### config.mk
export PLATFORM = sky130hd
export DESIGN_NAME = dmux8way16_dispatch_flat
export DESIGN_NICKNAME = d
export VERILOG_FILES = /design/src/rtl/dmux8way16_dispatch_if.sv /design/src/rtl/dmux8way16_dispatch.sv /design/src/flat_wrapper.sv
export SDC_FILE = /design/constraint.sdc
export NUM_CORES = 1
export LEC_CHECK = 0
export CELL_PAD_IN_SITES_DETAIL_PLACEMENT = 2
export CELL_PAD_IN_SITES_GLOBAL_PLACEMENT = 2
export CORE_AREA = 5 5 154 156
export CTS_CLUSTER_SIZE = 24
export DETAILED_ROUTE_END_ITERATION = 7
export DIE_AREA = 0 0 159 161
export PLACE_DENSITY_LB_ADDON = 0.1
export SETUP_SLACK_MARGIN = 0.15
export SYNTH_ARGS = -nofsm -noshare
export SYNTH_HDL_FRONTEND = slang
export SYNTH_SLANG_ARGS = --single-unit
### constraint.sdc
create_clock -name clk -period 4.8 [get_ports clk]
set_input_delay 0.96 -clock clk [delete_from_list [all_inputs] [get_ports clk]]
set_output_delay 0.96 -clock clk [all_outputs]
set_load 0.05 [all_outputs]
### src/rtl/dmux8way16_dispatch_if.sv
// Producer/consumer bundle for dmux8way16_dispatch. Define DMUX8WAY16_BROADCAST_EN to add in_bcast.
interface dmux8way16_dispatch_if #(
   parameter int WIDTH = 16,
   parameter int SEL_W = 3
) ();
   localparam int LANES = 2 ** SEL_W;

   logic [WIDTH-1:0]       in_data;
   logic [SEL_W-1:0]       in_sel;
   logic                   in_valid;
   logic                   in_ready;
`ifdef DMUX8WAY16_BROADCAST_EN
   logic                   in_bcast;
`endif
   logic [LANES*WIDTH-1:0] out_data;
   logic [LANES-1:0]       out_valid;
   logic [LANES-1:0]       out_ready;
   logic [SEL_W:0]         occupancy;
   logic [15:0]            accept_count;

   // master = producer/consumer side, slave = the dispatcher
   modport master (
      output in_data, in_sel, in_valid,
`ifdef DMUX8WAY16_BROADCAST_EN
      output in_bcast,
`endif
      input  in_ready,
      input  out_data, out_valid, occupancy, accept_count,
      output out_ready
   );

   modport slave (
      input  in_data, in_sel, in_valid,
`ifdef DMUX8WAY16_BROADCAST_EN
      input  in_bcast,
`endif
      output in_ready,
      output out_data, out_valid, occupancy, accept_count,
      input  out_ready
   );
endinterface

### src/rtl/dmux8way16_dispatch.sv
// 1-to-8 word dispatcher into single-entry lane buffers, each drained over valid/ready.
// Optional broadcast to all lanes when DMUX8WAY16_BROADCAST_EN is defined.
module dmux8way16_dispatch #(
   parameter int WIDTH = 16,
   parameter int SEL_W = 3
) (
   input logic clk,
   input logic reset,
   dmux8way16_dispatch_if.slave bus
);
   localparam int LANES = 2 ** SEL_W;

   // Handshake: a transfer happens on a rising edge where valid && ready; the
   // sender holds its payload stable until then, ready never depends on valid.
   logic [WIDTH-1:0] data_q [LANES];
   logic [LANES-1:0] valid_q;
   logic [SEL_W:0]   occ_q;
   logic [15:0]      count_q;

   logic [LANES-1:0] lane_free;
   logic [LANES-1:0] load;
   logic [LANES-1:0] valid_next;
   logic [SEL_W:0]   occ_next;
   logic             bcast;
   logic             accept;

`ifdef DMUX8WAY16_BROADCAST_EN
   assign bcast = bus.in_bcast;
`else
   assign bcast = 1'b0;
`endif

   assign lane_free   = ~valid_q | bus.out_ready;
   assign bus.in_ready = bcast ? (&lane_free) : lane_free[bus.in_sel];
   assign accept      = bus.in_valid && bus.in_ready;

   always_comb begin
      load       = '0;
      valid_next = '0;
      occ_next   = '0;
      for (int k = 0; k < LANES; k++) begin
         load[k]       = accept && (bcast || (bus.in_sel == SEL_W'(k)));
         // A drain and an accept on the same edge keep the lane full.
         valid_next[k] = load[k] || (valid_q[k] && !bus.out_ready[k]);
         occ_next      = occ_next + (SEL_W + 1)'(valid_next[k]);
      end
   end

   always_ff @(posedge clk) begin
      if (reset) begin
         valid_q <= '0;
         occ_q   <= '0;
         count_q <= '0;
         for (int k = 0; k < LANES; k++) data_q[k] <= '0;
      end else begin
         valid_q <= valid_next;
         occ_q   <= occ_next;
         if (accept) count_q <= count_q + 16'd1;
         for (int k = 0; k < LANES; k++)
            if (load[k]) data_q[k] <= bus.in_data;
      end
   end

   for (genvar g = 0; g < LANES; g++) begin : g_lane
      assign bus.out_data[WIDTH*g +: WIDTH] = data_q[g];
   end

   assign bus.out_valid    = valid_q;
   assign bus.occupancy    = occ_q;
   assign bus.accept_count = count_q;
endmodule

### src/flat_wrapper.sv
// flat-port wrapper written by rule: the top's interface ports become plain ports
module dmux8way16_dispatch_flat 
#(
   parameter int WIDTH = 16,
   parameter int SEL_W = 3
)
  (clk, reset, bus_in_data, bus_in_sel, bus_in_valid, bus_in_ready, bus_out_data, bus_out_valid, bus_occupancy, bus_accept_count, bus_out_ready);
  dmux8way16_dispatch_if #(.WIDTH(WIDTH), .SEL_W(SEL_W)) bus_i ();
  input logic clk;
  input logic reset;
  input wire logic [$bits(bus_i.in_data)-1:0] bus_in_data;
  input wire logic [$bits(bus_i.in_sel)-1:0] bus_in_sel;
  input wire logic [$bits(bus_i.in_valid)-1:0] bus_in_valid;
  output wire logic [$bits(bus_i.in_ready)-1:0] bus_in_ready;
  output wire logic [$bits(bus_i.out_data)-1:0] bus_out_data;
  output wire logic [$bits(bus_i.out_valid)-1:0] bus_out_valid;
  output wire logic [$bits(bus_i.occupancy)-1:0] bus_occupancy;
  output wire logic [$bits(bus_i.accept_count)-1:0] bus_accept_count;
  input wire logic [$bits(bus_i.out_ready)-1:0] bus_out_ready;
  assign bus_i.in_data = bus_in_data;
  assign bus_i.in_sel = bus_in_sel;
  assign bus_i.in_valid = bus_in_valid;
  assign bus_in_ready = bus_i.in_ready;
  assign bus_out_data = bus_i.out_data;
  assign bus_out_valid = bus_i.out_valid;
  assign bus_occupancy = bus_i.occupancy;
  assign bus_accept_count = bus_i.accept_count;
  assign bus_i.out_ready = bus_out_ready;
  dmux8way16_dispatch #(.WIDTH(WIDTH), .SEL_W(SEL_W)) u_core (.clk(clk), .reset(reset), .bus(bus_i));
endmodule
# Word-level counts from Yosys, hierarchy flattened
# Memories as Yosys holds them, arrays and structs flattened.
# Index checks and enable logic that the tools add are counted.
[word_totals]
out_inout_bits = 157
latchBits = 0
mem_bits_rw = 128
word_cells = 100
rom_bits = 0
n_memories = 1
regBits = 28
input_bits = 30
[mem_list]
columns = ["name", "words", "word_bits", "rd", "rd_clocked_by_memory_dff", "write_ports", "line", "source"]
rows = [
  ["u_core.data_q", 8, 16, 8, 0, 8, "dmux8way16_dispatch.sv:15", "logic [WIDTH-1:0] data_q [LANES];"],
]
[classes]
n_bitwise = 10
n_addsub = 8
shifts = 0
multipliers = 0
n_eq_ne = 7
div_mod_pow = 0
n_reduce_logical = 34
n_lt_le_gt_ge = 1
muxes = 36
[op_table]
columns = ["operator", "count"]
rows = [
  ["$mux 16", 8],
  ["$mux 1", 27],
  ["$add 4x1->4", 6],
  ["$logic_and 1x1->1", 17],
  ["$add 16x1->16 const B", 1],
  ["$eq 3x3->1 const B", 4],
  ["$logic_not 1->1", 8],
  ["$logic_or 1x1->1", 8],
  ["$not 8->8", 1],
  ["$or 1x1->1", 8],
  ["$or 8x8->8", 1],
  ["$eq 3x2->1 const B", 2],
  ["$lt 3x4->1 const B", 1],
  ["$bmux 1 s3", 1],
  ["$eq 3x1->1 const B", 1],
  ["$logic_not 3->1", 1],
  ["$add 1x1->2", 1],
]

# Logic depth before layout (Yosys ltp)
[depth]
depth_word = 14
ltp_mapped = 17
mapped_depth_nobuf = 15

# Worst setup path after synthesis
# No wires, ideal clock.
[synth_path]
path_type = "input -> register"
from = "in bus_in_sel[1]"
to = "reg u_core.occ_q[1], in the netlist u_core.bus.occupancy[1]"
setup_time_ns = 0.066
slack_ns = -0.055
cell_stages = 16
t_arrival_ns = 4.788
cell_sequence = "buf_2 -> mux4_2 -> and3_1 -> clkbuf_1 -> nand2_1 -> clkbuf_1 -> nand2_1 -> ha_1 -> inv_1 -> fa_1 -> inv_1 -> fa_1 -> fa_1 -> inv_1 -> fa_1 -> nor2_1"
[synth_between]
elab_chain_len = 12
elab_cells_between_ends = 34
classes_between = "7 x add/sub; 7 x eq/ne; 2 x mux; 18 x reduce/logical"
[synth_rtl]
columns = ["element", "line", "source"]
rows = [
  ["start: declaration", "flat_wrapper.sv:12", "input wire logic [$bits(bus_i.in_sel)-1:0] bus_in_sel;"],
  ["$bmux 1 s3", "dmux8way16_dispatch.sv:34", "assign bus.in_ready = bcast ? (&lane_free) : lane_free[bus.in_sel];"],
  ["$mux 1 (implied by the code)", "dmux8way16_dispatch.sv:34", ""],
  ["$logic_and 1x1->1", "dmux8way16_dispatch.sv:35", "assign accept = bus.in_valid && bus.in_ready;"],
  ["$logic_and 1x1->1 *", "dmux8way16_dispatch.sv:42", "load[k] = accept && (bcast || (bus.in_sel == SEL_W'(k)));"],
  ["$logic_or 1x1->1 *", "dmux8way16_dispatch.sv:44", "valid_next[k] = load[k] || (valid_q[k] && !bus.out_ready[k]);"],
  ["net u_core.valid_next[0]", "dmux8way16_dispatch.sv:22", "logic [LANES-1:0] valid_next;"],
  ["$add 1x1->2 *", "dmux8way16_dispatch.sv:45", "occ_next = occ_next + (SEL_W + 1)'(valid_next[k]);"],
  ["$add 4x1->4 * (6 in a row)", "dmux8way16_dispatch.sv:45", ""],
  ["end signal: assignment", "dmux8way16_dispatch.sv:57", "occ_q <= occ_next;"],
  ["end: declaration", "dmux8way16_dispatch.sv:17", "logic [SEL_W:0] occ_q;"],
]
# The timed path passes the listed nets; every way through them passes the cells marked *. The select of a mux whose other input is x is not followed.
# A chain may end at the register's enable or synchronous reset.

# Final worst setup path
[layout_path]
from = "in bus_out_ready[3]"
to = "reg u_core.occ_q[1], in the netlist u_core.bus.occupancy[1]"
[layout_between]
elab_chain_len = 13
elab_cells_between_ends = 29
classes_between = "7 x add/sub; 2 x mux; 1 x bitwise; 19 x reduce/logical"
[layout_rtl]
columns = ["element", "line", "source"]
rows = [
  ["start: declaration", "flat_wrapper.sv:19", "input wire logic [$bits(bus_i.out_ready)-1:0] bus_out_ready;"],
  ["$or 8x8->8", "dmux8way16_dispatch.sv:33", "assign lane_free = ~valid_q | bus.out_ready;"],
  ["$bmux 1 s3", "dmux8way16_dispatch.sv:34", ""],
  ["$mux 1 (implied by the code)", "dmux8way16_dispatch.sv:34", ""],
  ["$logic_and 1x1->1", "dmux8way16_dispatch.sv:35", ""],
  ["$logic_and 1x1->1", "dmux8way16_dispatch.sv:42", ""],
  ["$logic_or 1x1->1", "dmux8way16_dispatch.sv:44", ""],
  ["net u_core.valid_next[0]", "dmux8way16_dispatch.sv:22", ""],
  ["$add 1x1->2", "dmux8way16_dispatch.sv:45", ""],
  ["$add 4x1->4 (6 in a row)", "dmux8way16_dispatch.sv:45", ""],
]
# The timed path passes the listed nets, and every way through them passes these cells. The select of a mux whose other input is x is not followed.

==> flow_summary.json <==
{
  "outcome": "completed",
  "clock-root-buffer": "clkbuf_16",
  "netlist_area_mm2": 0.005913,
  "synth_edf_count": 128,
  "cp-end-kind": "register",
  "vias": 4202,
  "path_buf_inv": 4,
  "synth_top_family_by_area": "simple AND/OR/NAND/NOR gates",
  "gp_congestion": 0.7495,
  "grt_start_max_net_pins": 34,
  "finalWorstSetupSlack_ns": 0.3415,
  "postCtsSetupRepairBufs": 0,
  "clk_path_buf_depth": 2,
  "maxSlewHeadroom": 0.3667,
  "path_cells": "clkdlybuf4s50_1 > nand2b_2 > mux4_2 > and3_2 > nand2_2 > nand2_1 > ha_1 > inv_1 > fa_1 > inv_1 > fa_1 > fa_2 > inv_1 > fa_1 > nor2_1",
  "finClkSkew_ns": 0.01106,
  "multi_input_area_mm2": 0.001353,
  "hold_path.class": "reg2reg",
  "dr.pass1.iters": 4,
  "htree_levels": 4,
  "seq_area_mm2": 0.004404,
  "crit_path_start_kind": "primary input",
  "finalInstanceArea_mm2": 0.008796,
  "wirelength_mm": 18.90,
  "worstHoldStart": "u_core.bus.accept_count[8]$_SDFFE_PP0P_",
  "antenna_found_initial": 0,
  "critPathLaunch": "bus_out_ready[3]",
  "report.final.slew_viol_count": 0,
  "drive_gt1_frac": 0.08623,
  "synth_warnings": 0,
  "finalHoldViolCount": 0,
  "cp_top_family": "adder cells",
  "final_antenna_net_count": 0,
  "place_area_mm2": 0.008182,
  "power_density_mw_per_mm2": 388.5,
  "fmax_mhz": 224.3,
  "first_iter_violations": 193,
  "io_pins": 187,
  "row_count": 55,
  "yosys.area_share.simple": 0.1528,
  "synth_compound_area_frac": 0.04232,
  "fp.dieW_um": 159,
  "critPathKind": "in2reg",
  "hpwlAfterDp_mm": 14.27,
  "wl_per_cell_um": 19.96,
  "period_needed_ns": 4.458,
  "cts.sinks": 156,
  "synth_top_area_share": 0.6500,
  "cts_tree": "done",
  "maxCapViolCount": 0,
  "grt_pass1_wl_mm": 29.30,
  "ctsResizeCount": 0,
  "crit_required_ns": 5.15,
  "synth_top_area_cell": "edfxtp_1",
  "viasPerCell": 4.437,
  "cts_hold_buf": 0,
  "power.leakage_nw": 3.197,
  "start_util": 0.2660,
  "die_h_um": 161,
  "power_mw": 3.417,
  "rsz0062_at_grt": "no",
  "drc": 0,
  "async_flop_share": 0,
  "pre_cts_ws_ns": -0.1783,
  "finalNetCount": 686,
  "ys_seq_area_frac": 0.7448,
  "grt-ovfl-total": 0,
  "clk_pin_slew_worst_paths_ns": 0.07,
  "syn_avg_cell_area_um2": 13.26,
  "vdd.ir_drop.worst_mv": 0.2342,
  "synth_top_flop_cell": "edfxtp_1",
  "grt_pass1_vias": 4779,
  "cpMaxStageDelayCell": "mux4_2",
  "nFillCells": 2251,
  "grt_usage": 0.1491,
  "synth.distinct_cells": 33,
  "synthTopCellsByArea": "edfxtp_1 65%, dfxtp_1 9.5%, nor2_1 6.6%",
  "cts_buffers": 17,
  "fin_crit_sh": 0.9288,
  "synthMuxAreaShare": 0.005501,
  "synth_cells": 446,
  "tightest_slew_ns": 0.9499,
  "critical-path-max-stage-delay_ns": 0.49,
  "synthAdderAreaFrac": 0.02201,
  "synth_xor_area_frac": 0.002962,
  "crit_arrival_ns": 4.81,
  "syn_nets": 484,
  "core_mm2": 0.02223,
  "report.final.setup_viol": 0,
  "synthToLayoutAreaGrowth_pct": 48.75,
  "r2r-start": "u_core.bus.out_valid[3]$_SDFF_PP0_",
  "numPortBuffers": 186,
  "cp_max_fo": 4,
  "synth-seq-cells": 156,
  "insertion_delay_ns": 0.42,
  "dieArea_mm2": 0.02560
}
-- layout make-up --
type,instances,share of cell area
timing repair buffer,202,0.2250
multi-input combinational,245,0.1538
inverter,26,0.01110
sequential,156,0.5007
clock inverter,14,0.01977
antenna,1,0.0002845
clock buffer,18,0.04879
tap,285,0.04054
-- report_power, final --
part	switching [mW]	internal, mW
clock	0.584	0.787
combinational	0.347	0.147
sequential	0.0229	1.53
total	0.954	2.46
-- metrics by stage --
stage / instances / hold WS [ns] / setup TNS, ns / util
after CTS: 946 / 0.5125 / 0 / 0.3952
after global placement: 914 / 0.4834 / -0.06380 / 0.3681
after detailed placement: 914 / 0.4999 / -0.2837 / 0.3681
after global routing: 946 / 0.5495 / 0 / 0.3956
after floorplan: 446 / 0.7134 / 0 / -
final: 947 / 0.5057 / 0 / 0.3957
-- logic make-up after synthesis --
logic type | Yosys count
AOI/OAI and AO/OA | 41
xor gates and xnor gates | 2
adders and majority gates | 8
buffers and inverters | 45
DFF | 156
muxes | 2
and+or+nand+nor | 192
-- cells in the final DEF, fill, tap and decap left out, types with 8 or more instances in the layout --
| master | count |
|---|---|
| a21oi_1 | 22 |
| clkdlybuf4s50_1 | 184 |
| or3_1 | 11 |
| o21ai_1 | 8 |
| nand2b_1 | 29 |
| nand2_1 | 17 |
| nor2_1 | 104 |
| inv_1 | 26 |
| dfxtp_1 | 28 |
| clkbuf_16 | 17 |
| buf_4 | 16 |
| edfxtp_1 | 128 |
-- metal layers --
metal  vias to the layer above  track usage  share of wire
li1                       1955            -              -
met1                      2098       0.1776           0.41
met2                       136       0.2619           0.52
met3                        13      0.04644          0.059
met4                         0      0.04033         0.0084
met5                         -            0              0
-- sequential cells by signal, indices dropped and copies added (netlist names) --
register                 cells
u_core.data_q              128
u_core.bus.accept_count     16
u_core.bus.occupancy         4
u_core.bus.out_valid         8
-- worst min-delay path, delay by kind of cell, from the launching register on --
kind           cells  cell delay (ns)
AO/OA/AOI/OAI      2             0.13
flip-flops         1             0.33
-- cells in the mapped netlist (all sizes together) (6+ instances only) --
library cell / number
nor2: 104
dfxtp: 28
nand3: 7
or3: 11
nand2: 19
nand2b: 30
edfxtp: 128
buf: 6
a21oi: 22
o21ai: 10
inv: 26
clkbuf: 13
-- final timing paths --
check	end	slack, ns	cells past startpoint
max reg2reg	u_core.bus.occupancy[1]$_SDFF_PP0_	1.06	14
min	u_core.bus.accept_count[8]$_SDFFE_PP0P_	0.51	2
min reg2reg	u_core.bus.accept_count[8]$_SDFFE_PP0P_	0.51	2
max	u_core.bus.occupancy[1]$_SDFF_PP0_	0.34	15
Note: power is estimated with default switching activity, not from simulation.
